File: config.mk
export PLATFORM = sky130hd
export DESIGN_NAME = muldiv_unit_flat
export DESIGN_NICKNAME = d
export VERILOG_FILES = /design/src/rtl/muldiv_unit_pkg.sv /design/src/rtl/muldiv_unit_if.sv /design/src/rtl/muldiv_sign_fix.sv /design/src/rtl/muldiv_unit.sv /design/src/flat_wrapper.sv
export SDC_FILE = /design/constraint.sdc
export NUM_CORES = 1
export LEC_CHECK = 0
export ABC_AREA = 1
export CAP_MARGIN = 40
export CORE_MARGIN = 4
export CORE_UTILIZATION = 50
export CTS_BUF_LIST = sky130_fd_sc_hd__clkbuf_4 sky130_fd_sc_hd__clkbuf_8 sky130_fd_sc_hd__clkbuf_16
export DETAILED_ROUTE_END_ITERATION = 16
export GPL_TIMING_DRIVEN = 0
export PLACE_DENSITY = 0.71
export SLEW_MARGIN = 25
export SYNTH_ARGS = -nofsm -noshare
export SYNTH_HDL_FRONTEND = slang
export SYNTH_HIERARCHICAL = 1
export SYNTH_SLANG_ARGS = --single-unit
export TNS_END_PERCENT = 10
File: constraint.sdc
create_clock -name clk -period 3.1 [get_ports clk]
set_input_delay 0.31 -clock clk [delete_from_list [all_inputs] [get_ports clk]]
set_output_delay 0.31 -clock clk [all_outputs]
set_load 0.05 [all_outputs]
File: src/rtl/muldiv_unit_pkg.sv
// muldiv_unit_pkg: shared widths, op encodings and FSM states for the multiply/divide unit.
package muldiv_unit_pkg;
   localparam int WIDTH      = 32;
   localparam int REG_ADDR_W = 5;
   localparam int NUM_REGS   = 17;
   localparam int SP_IDX     = 16;
   localparam int CNT_W      = $clog2(WIDTH);
   typedef enum logic [1:0] {OP_MUL = 2'b00, OP_MULU = 2'b01, OP_DIV = 2'b10, OP_DIVU = 2'b11} op_e;
   typedef enum logic [1:0] {IDLE = 2'b00, CALC = 2'b01, FIX = 2'b10, DONE = 2'b11} state_e;
endpackage

File: src/rtl/muldiv_unit_if.sv
// muldiv_unit_if: operand request and write-back bus between register bank and muldiv_unit.
interface muldiv_unit_if;
   import muldiv_unit_pkg::*;
   logic                  start;
   op_e                   op;
   logic [WIDTH-1:0]      a;
   logic [WIDTH-1:0]      b;
   logic [REG_ADDR_W-1:0] dest;
   logic                  busy;
   logic                  done;
   logic [WIDTH-1:0]      hi;
   logic [WIDTH-1:0]      lo;
   logic                  wr_en;
   logic [REG_ADDR_W-1:0] wr_rd;
   logic [WIDTH-1:0]      wr_data;
   modport master (output start, op, a, b, dest, input busy, done, hi, lo, wr_en, wr_rd, wr_data);
   modport slave (input start, op, a, b, dest, output busy, done, hi, lo, wr_en, wr_rd, wr_data);
endinterface

File: src/rtl/muldiv_sign_fix.sv
// muldiv_sign_fix: operand magnitude extraction and result sign restoration around the unsigned core.
module muldiv_sign_fix
   import muldiv_unit_pkg::*;
(
   input  op_e                op,
   input  logic [WIDTH-1:0]   a,
   input  logic [WIDTH-1:0]   b,
   output logic [WIDTH-1:0]   ma,
   output logic [WIDTH-1:0]   mb,
   output logic               neg,
   output logic               sa,
   input  op_e                fop,
   input  logic [2*WIDTH-1:0] acc,
   input  logic               fneg,
   input  logic               fsa,
   input  logic               dz,
   input  logic [WIDTH-1:0]   araw,
   output logic [WIDTH-1:0]   hi,
   output logic [WIDTH-1:0]   lo
);
   logic               sgn, sb;
   logic [2*WIDTH-1:0] prod;
   logic [WIDTH-1:0]   q, r;
   assign sgn  = ~op[0];
   assign sa   = sgn & a[WIDTH-1];
   assign sb   = sgn & b[WIDTH-1];
   assign neg  = sa ^ sb;
   assign ma   = sa ? -a : a;
   assign mb   = sb ? -b : b;
   assign prod = fneg ? -acc : acc;
   assign q    = fneg ? -acc[WIDTH-1:0] : acc[WIDTH-1:0];
   assign r    = fsa ? -acc[2*WIDTH-1:WIDTH] : acc[2*WIDTH-1:WIDTH];
   // divide by zero returns the untouched dividend, independent of signedness
   assign hi   = dz ? araw : fop[1] ? r : prod[2*WIDTH-1:WIDTH];
   assign lo   = dz ? '1 : fop[1] ? q : prod[WIDTH-1:0];
endmodule

File: src/rtl/muldiv_unit.sv
// muldiv_unit: iterative shift-add multiplier / restoring divider with HI/LO and register write-back.
module muldiv_unit
   import muldiv_unit_pkg::*;
(
   input logic          clk,
   input logic          rst,
   muldiv_unit_if.slave bus
);
   state_e                state, nxt;
   op_e                   op_q;
   logic [REG_ADDR_W-1:0] dest_q, wr_rd_q;
   logic [WIDTH-1:0]      a_q, x_q, hi_q, lo_q, ma_c, mb_c, hi_c, lo_c;
   logic [2*WIDTH-1:0]    acc;
   logic [CNT_W-1:0]      cnt;
   logic                  neg_q, sa_q, dz_q, neg_c, sa_c;
   logic                  busy_q, done_q, wr_en_q;
   logic                  accept, dz, dest_ok;
   logic [WIDTH:0]        msum, dtry, ddiff;
   muldiv_sign_fix u_fix (
      .op(bus.op), .a(bus.a), .b(bus.b), .ma(ma_c), .mb(mb_c), .neg(neg_c), .sa(sa_c),
      .fop(op_q), .acc(acc), .fneg(neg_q), .fsa(sa_q), .dz(dz_q), .araw(a_q), .hi(hi_c), .lo(lo_c)
   );
   // done_q masks the IDLE cycle that carries the done pulse
   assign accept  = state == IDLE && bus.start && !done_q;
   assign dz      = bus.op[1] && bus.b == '0;
   assign dest_ok = dest_q != '0 && dest_q < REG_ADDR_W'(NUM_REGS);
   assign msum    = {1'b0, acc[2*WIDTH-1:WIDTH]} + {1'b0, acc[0] ? x_q : '0};
   assign dtry    = acc[2*WIDTH-1:WIDTH-1];
   assign ddiff   = dtry - {1'b0, x_q};
   always_comb begin
      nxt = state;
      case (state)
         IDLE:    nxt = accept ? (dz ? FIX : CALC) : IDLE;
         CALC:    nxt = cnt == CNT_W'(WIDTH-1) ? FIX : CALC;
         FIX:     nxt = DONE;
         default: nxt = IDLE;
      endcase
   end
   always_ff @(posedge clk) state <= !rst ? IDLE : nxt;
   always_ff @(posedge clk) begin
      if (!rst) begin
         op_q    <= OP_MUL;
         dest_q  <= '0;
         a_q     <= '0;
         x_q     <= '0;
         acc     <= '0;
         cnt     <= '0;
         neg_q   <= 1'b0;
         sa_q    <= 1'b0;
         dz_q    <= 1'b0;
         hi_q    <= '0;
         lo_q    <= '0;
         busy_q  <= 1'b0;
         done_q  <= 1'b0;
         wr_en_q <= 1'b0;
         wr_rd_q <= '0;
      end else begin
         busy_q  <= state == CALC || state == FIX;
         done_q  <= state == DONE;
         wr_en_q <= state == DONE && dest_ok;
         if (state == DONE) wr_rd_q <= dest_q;
         if (accept) begin
            op_q   <= bus.op;
            dest_q <= bus.dest;
            a_q    <= bus.a;
            x_q    <= bus.op[1] ? mb_c : ma_c;
            acc    <= {{WIDTH{1'b0}}, bus.op[1] ? ma_c : mb_c};
            neg_q  <= neg_c;
            sa_q   <= sa_c;
            dz_q   <= dz;
            cnt    <= '0;
         end
         // acc holds {partial product, multiplier} or {remainder, dividend/quotient}
         if (state == CALC) begin
            cnt <= cnt + 1'b1;
            acc <= !op_q[1] ? {msum, acc[WIDTH-1:1]} :
                   ddiff[WIDTH] ? {dtry[WIDTH-1:0], acc[WIDTH-2:0], 1'b0} :
                   {ddiff[WIDTH-1:0], acc[WIDTH-2:0], 1'b1};
         end
         if (state == FIX) begin
            hi_q <= hi_c;
            lo_q <= lo_c;
         end
      end
   end
   assign bus.busy    = busy_q;
   assign bus.done    = done_q;
   assign bus.hi      = hi_q;
   assign bus.lo      = lo_q;
   assign bus.wr_en   = wr_en_q;
   assign bus.wr_rd   = wr_rd_q;
   assign bus.wr_data = lo_q;
endmodule

File: src/flat_wrapper.sv
// flat-port wrapper written by rule: the top's interface ports become plain ports
module muldiv_unit_flat import muldiv_unit_pkg::*;
  (clk, rst, bus_start, bus_op, bus_a, bus_b, bus_dest, bus_busy, bus_done, bus_hi, bus_lo, bus_wr_en, bus_wr_rd, bus_wr_data);
  muldiv_unit_if bus_i ();
  input logic clk;
  input logic rst;
  input wire logic [$bits(bus_i.start)-1:0] bus_start;
  input wire logic [$bits(bus_i.op)-1:0] bus_op;
  input wire logic [$bits(bus_i.a)-1:0] bus_a;
  input wire logic [$bits(bus_i.b)-1:0] bus_b;
  input wire logic [$bits(bus_i.dest)-1:0] bus_dest;
  output wire logic [$bits(bus_i.busy)-1:0] bus_busy;
  output wire logic [$bits(bus_i.done)-1:0] bus_done;
  output wire logic [$bits(bus_i.hi)-1:0] bus_hi;
  output wire logic [$bits(bus_i.lo)-1:0] bus_lo;
  output wire logic [$bits(bus_i.wr_en)-1:0] bus_wr_en;
  output wire logic [$bits(bus_i.wr_rd)-1:0] bus_wr_rd;
  output wire logic [$bits(bus_i.wr_data)-1:0] bus_wr_data;
  assign bus_i.start = bus_start;
  assign bus_i.op = bus_op;
  assign bus_i.a = bus_a;
  assign bus_i.b = bus_b;
  assign bus_i.dest = bus_dest;
  assign bus_busy = bus_i.busy;
  assign bus_done = bus_i.done;
  assign bus_hi = bus_i.hi;
  assign bus_lo = bus_i.lo;
  assign bus_wr_en = bus_i.wr_en;
  assign bus_wr_rd = bus_i.wr_rd;
  assign bus_wr_data = bus_i.wr_data;
  muldiv_unit u_core (.clk(clk), .rst(rst), .bus(bus_i));
endmodule
==> impl_metrics.json <==
{
  "status": "finished clean",
  "cts_root_buf": "clkbuf_16",
  "ir_worst_vdd_mv": 0.432,
  "maxSlewViolCount": 0,
  "slew_headroom_pct": 40.9,
  "maxCapViolations": 0,
  "yosys_warnings": 6,
  "cts_setup_buffers": 0,
  "dr.pass1.iters": 8,
  "track_usage_pct": 39.5,
  "rsz0062_at_grt": "yes",
  "drc_errors": 0,
  "final.min_clock_period_ps": 2980,
  "critPathLaunchType": "flop",
  "leakage_uw": 0.0109,
  "fin_skew_ps": 12.1,
  "p_per_area_mw_per_mm2": 446,
  "critical_path_class": "flop to flop",
  "cpPeakStageDelay_ps": 450,
  "die_y_um": 206,
  "gr-total-overflow": 0,
  "rows": 72,
  "grt_pass1_wl_um": 129000,
  "detail-route-antenna-nets": 0,
  "hold_path.class": "input port to flop",
  "crit_top_cell": "nand2_1",
  "die_w_um": 206,
  "numCtsBuffers": 25,
  "design_area_mm2": 0.0229,
  "cp.arrival_ps": 3470,
  "slowest_stage": "fa_1",
  "wl_per_cell_um": 20.8,
  "io-pin-count": 178,
  "hold_ws_ps": 390,
  "syn-cell-area_mm2": 0.0195,
  "place_hpwl_um": 70000,
  "cp_data_required_time_ps": 3590,
  "synth.avg_cell_area_um2": 5.66,
  "n_fill_cell": 3888,
  "vias_per_cell": 5.77,
  "multi_input_area_mm2": 0.0128,
  "max_freq_ghz": 0.336,
  "end_kind": "flop",
  "start_util_pct": 50.5,
  "tritoncts": "yes",
  "cts_num_sinks": 216,
  "htree_levels": 1,
  "synthToLayoutAreaGrowth_pct": 17.1,
  "worst_path_dominant_cell_family": "buffers and inverters",
  "synthCells": 3449,
  "cp_max_fo": 10,
  "postCtsHoldBufs": 0,
  "fin_tns_setup_ps": 0,
  "path_cells": "buf_4 > buf_6 > nand2_1 > inv_1 > ha_1 > inv_1 > fa_1 > o21ai_4 > inv_1 > o21ai_4 > nand2_1 > nand3_1 > nand2_1 > nand3_1 > nand2_1 > inv_1 > nand2_1 > a21oi_2",
  "clk_pin_slew_worst_paths_ps": 60,
  "coreArea_mm2": 0.0386,
  "finalSetupViolCount": 0,
  "port_buffers": 177,
  "cts.path.max_buffers": 3,
  "place_area_mm2": 0.0220,
  "worst_slew_pin_slew_ps": 886,
  "syn-num-nets": 3599,
  "grt_max_degree": 14,
  "cp_num_buf_inv": 6,
  "min_period_over_period_pct": 96.1,
  "layout-drive-gt1-share_pct": 5.51,
  "grt_pass1_vias": 22300,
  "antenna_found_initial": 1,
  "die_area_mm2": 0.0423,
  "vias": 24200,
  "drt_iter0_drc": 3177,
  "worstSkewPairLatency_ps": 570,
  "seq_area_mm2": 0.00433,
  "gp_congestion": 1.05,
  "final_nets": 3804,
  "final-hold-violation-count": 0,
  "finalWirelength_um": 87000
}
==> routing by layer <==
metal	vias to the layer above	track usage (%)	wire length [µm]
met5	-	0	24
met4	4	20.1	5570
met3	246	8.20	10500
met2	1472	60.3	36700
met1	11000	52.7	34300
li1	11500	-	-
==> flip-flops by register name, summed over array words and instances, names as in the netlist <==
register	cells
u_core/bus.wr_rd	5
u_core/x_q	32
u_core/bus.wr_en	1
u_core/bus.lo	32
u_core/bus.busy	1
u_core/dest_q	5
u_core/bus.hi	32
u_core/dz_q	1
u_core/a_q	32
u_core/cnt	5
u_core/state	2
u_core/neg_q	1
u_core/bus.done	1
u_core/acc	64
u_core/sa_q	1
u_core/op_q	1
==> tightest hold or removal path, cell delays in order <==
cell and delay, ps:
clkdlybuf4s50_1 400, o21ai_0 150, a21oi_1 50
==> where the power goes <==
group	switching [µW]	internal, µW	leakage (µW)
clock network	1270	1870	0.000424
logic	2620	1170	0.00875
registers	324	2940	0.00177
total	4210	5980	0.0109
==> cells in the final DEF (no fill, tap or decap), drive strengths merged <==
cell,instances
clkbuf,133
o31ai,2
nor4,10
o211ai,5
clkdlybuf4s50,177
o22ai,5
xor2,42
xnor2,20
o21ai,341
fa,2
nand2,908
nor2,611
diode,1
ha,74
nand3,302
nand3b,26
bufinv,3
a21oi,145
a31oi,70
a221oi,1
o311a,1
or2,10
a21boi,2
and3,1
buf,78
a21o,9
inv,402
o21bai,6
clkinvlp,1
nand4,23
nor3,27
dfxtp,216
clkinv,8
and2,8
==> area by class of cell <==
class / instances / share of cell area (%)
Clock inverter: 8 / 0.580
Sequential cell: 216 / 18.9
Inverter: 406 / 6.67
Antenna cell: 1 / 0.0109
Tap cell: 518 / 2.84
Buffer: 176 / 3.86
Multi-Input combinational cell: 2651 / 56.2
Clock buffer: 34 / 3.14
Timing Repair Buffer: 178 / 7.80
==> repair_timing <==
| action | CTS | global route |
|---|---|---|
| setup endpoints to repair | 24 | 15 |
| resized for setup | 8 | 11 |
| pin swaps | 0 | 0 |
==> worst paths after layout <==
check                      startpoint             endpoint  slack, ps  depth (start not counted)
setup / recovery        u_core/acc[0]       u_core/acc[63]        120                         18
hold / removal            bus_dest[3]     u_core/dest_q[3]        390                          3
setup reg to reg        u_core/acc[0]       u_core/acc[63]        120                         18
hold reg to reg   u_core/bus.wr_rd[3]  u_core/bus.wr_rd[3]        480                          2
==> per-stage QoR <==
stage / total power, µW / worst slack, ps / cells / utilization [%]
floorplan: 5650 / 528 / 3449 / -
global placement: 6860 / -723 / 4144 / 56.8
detailed placement: 6920 / -757 / 4144 / 56.8
CTS: 10000 / 40.2 / 4186 / 59.1
global route: 10700 / -1.41 / 4187 / 59.1
finish: 10200 / 120 / 4188 / 59.2
(Power assumes the default switching activity.)
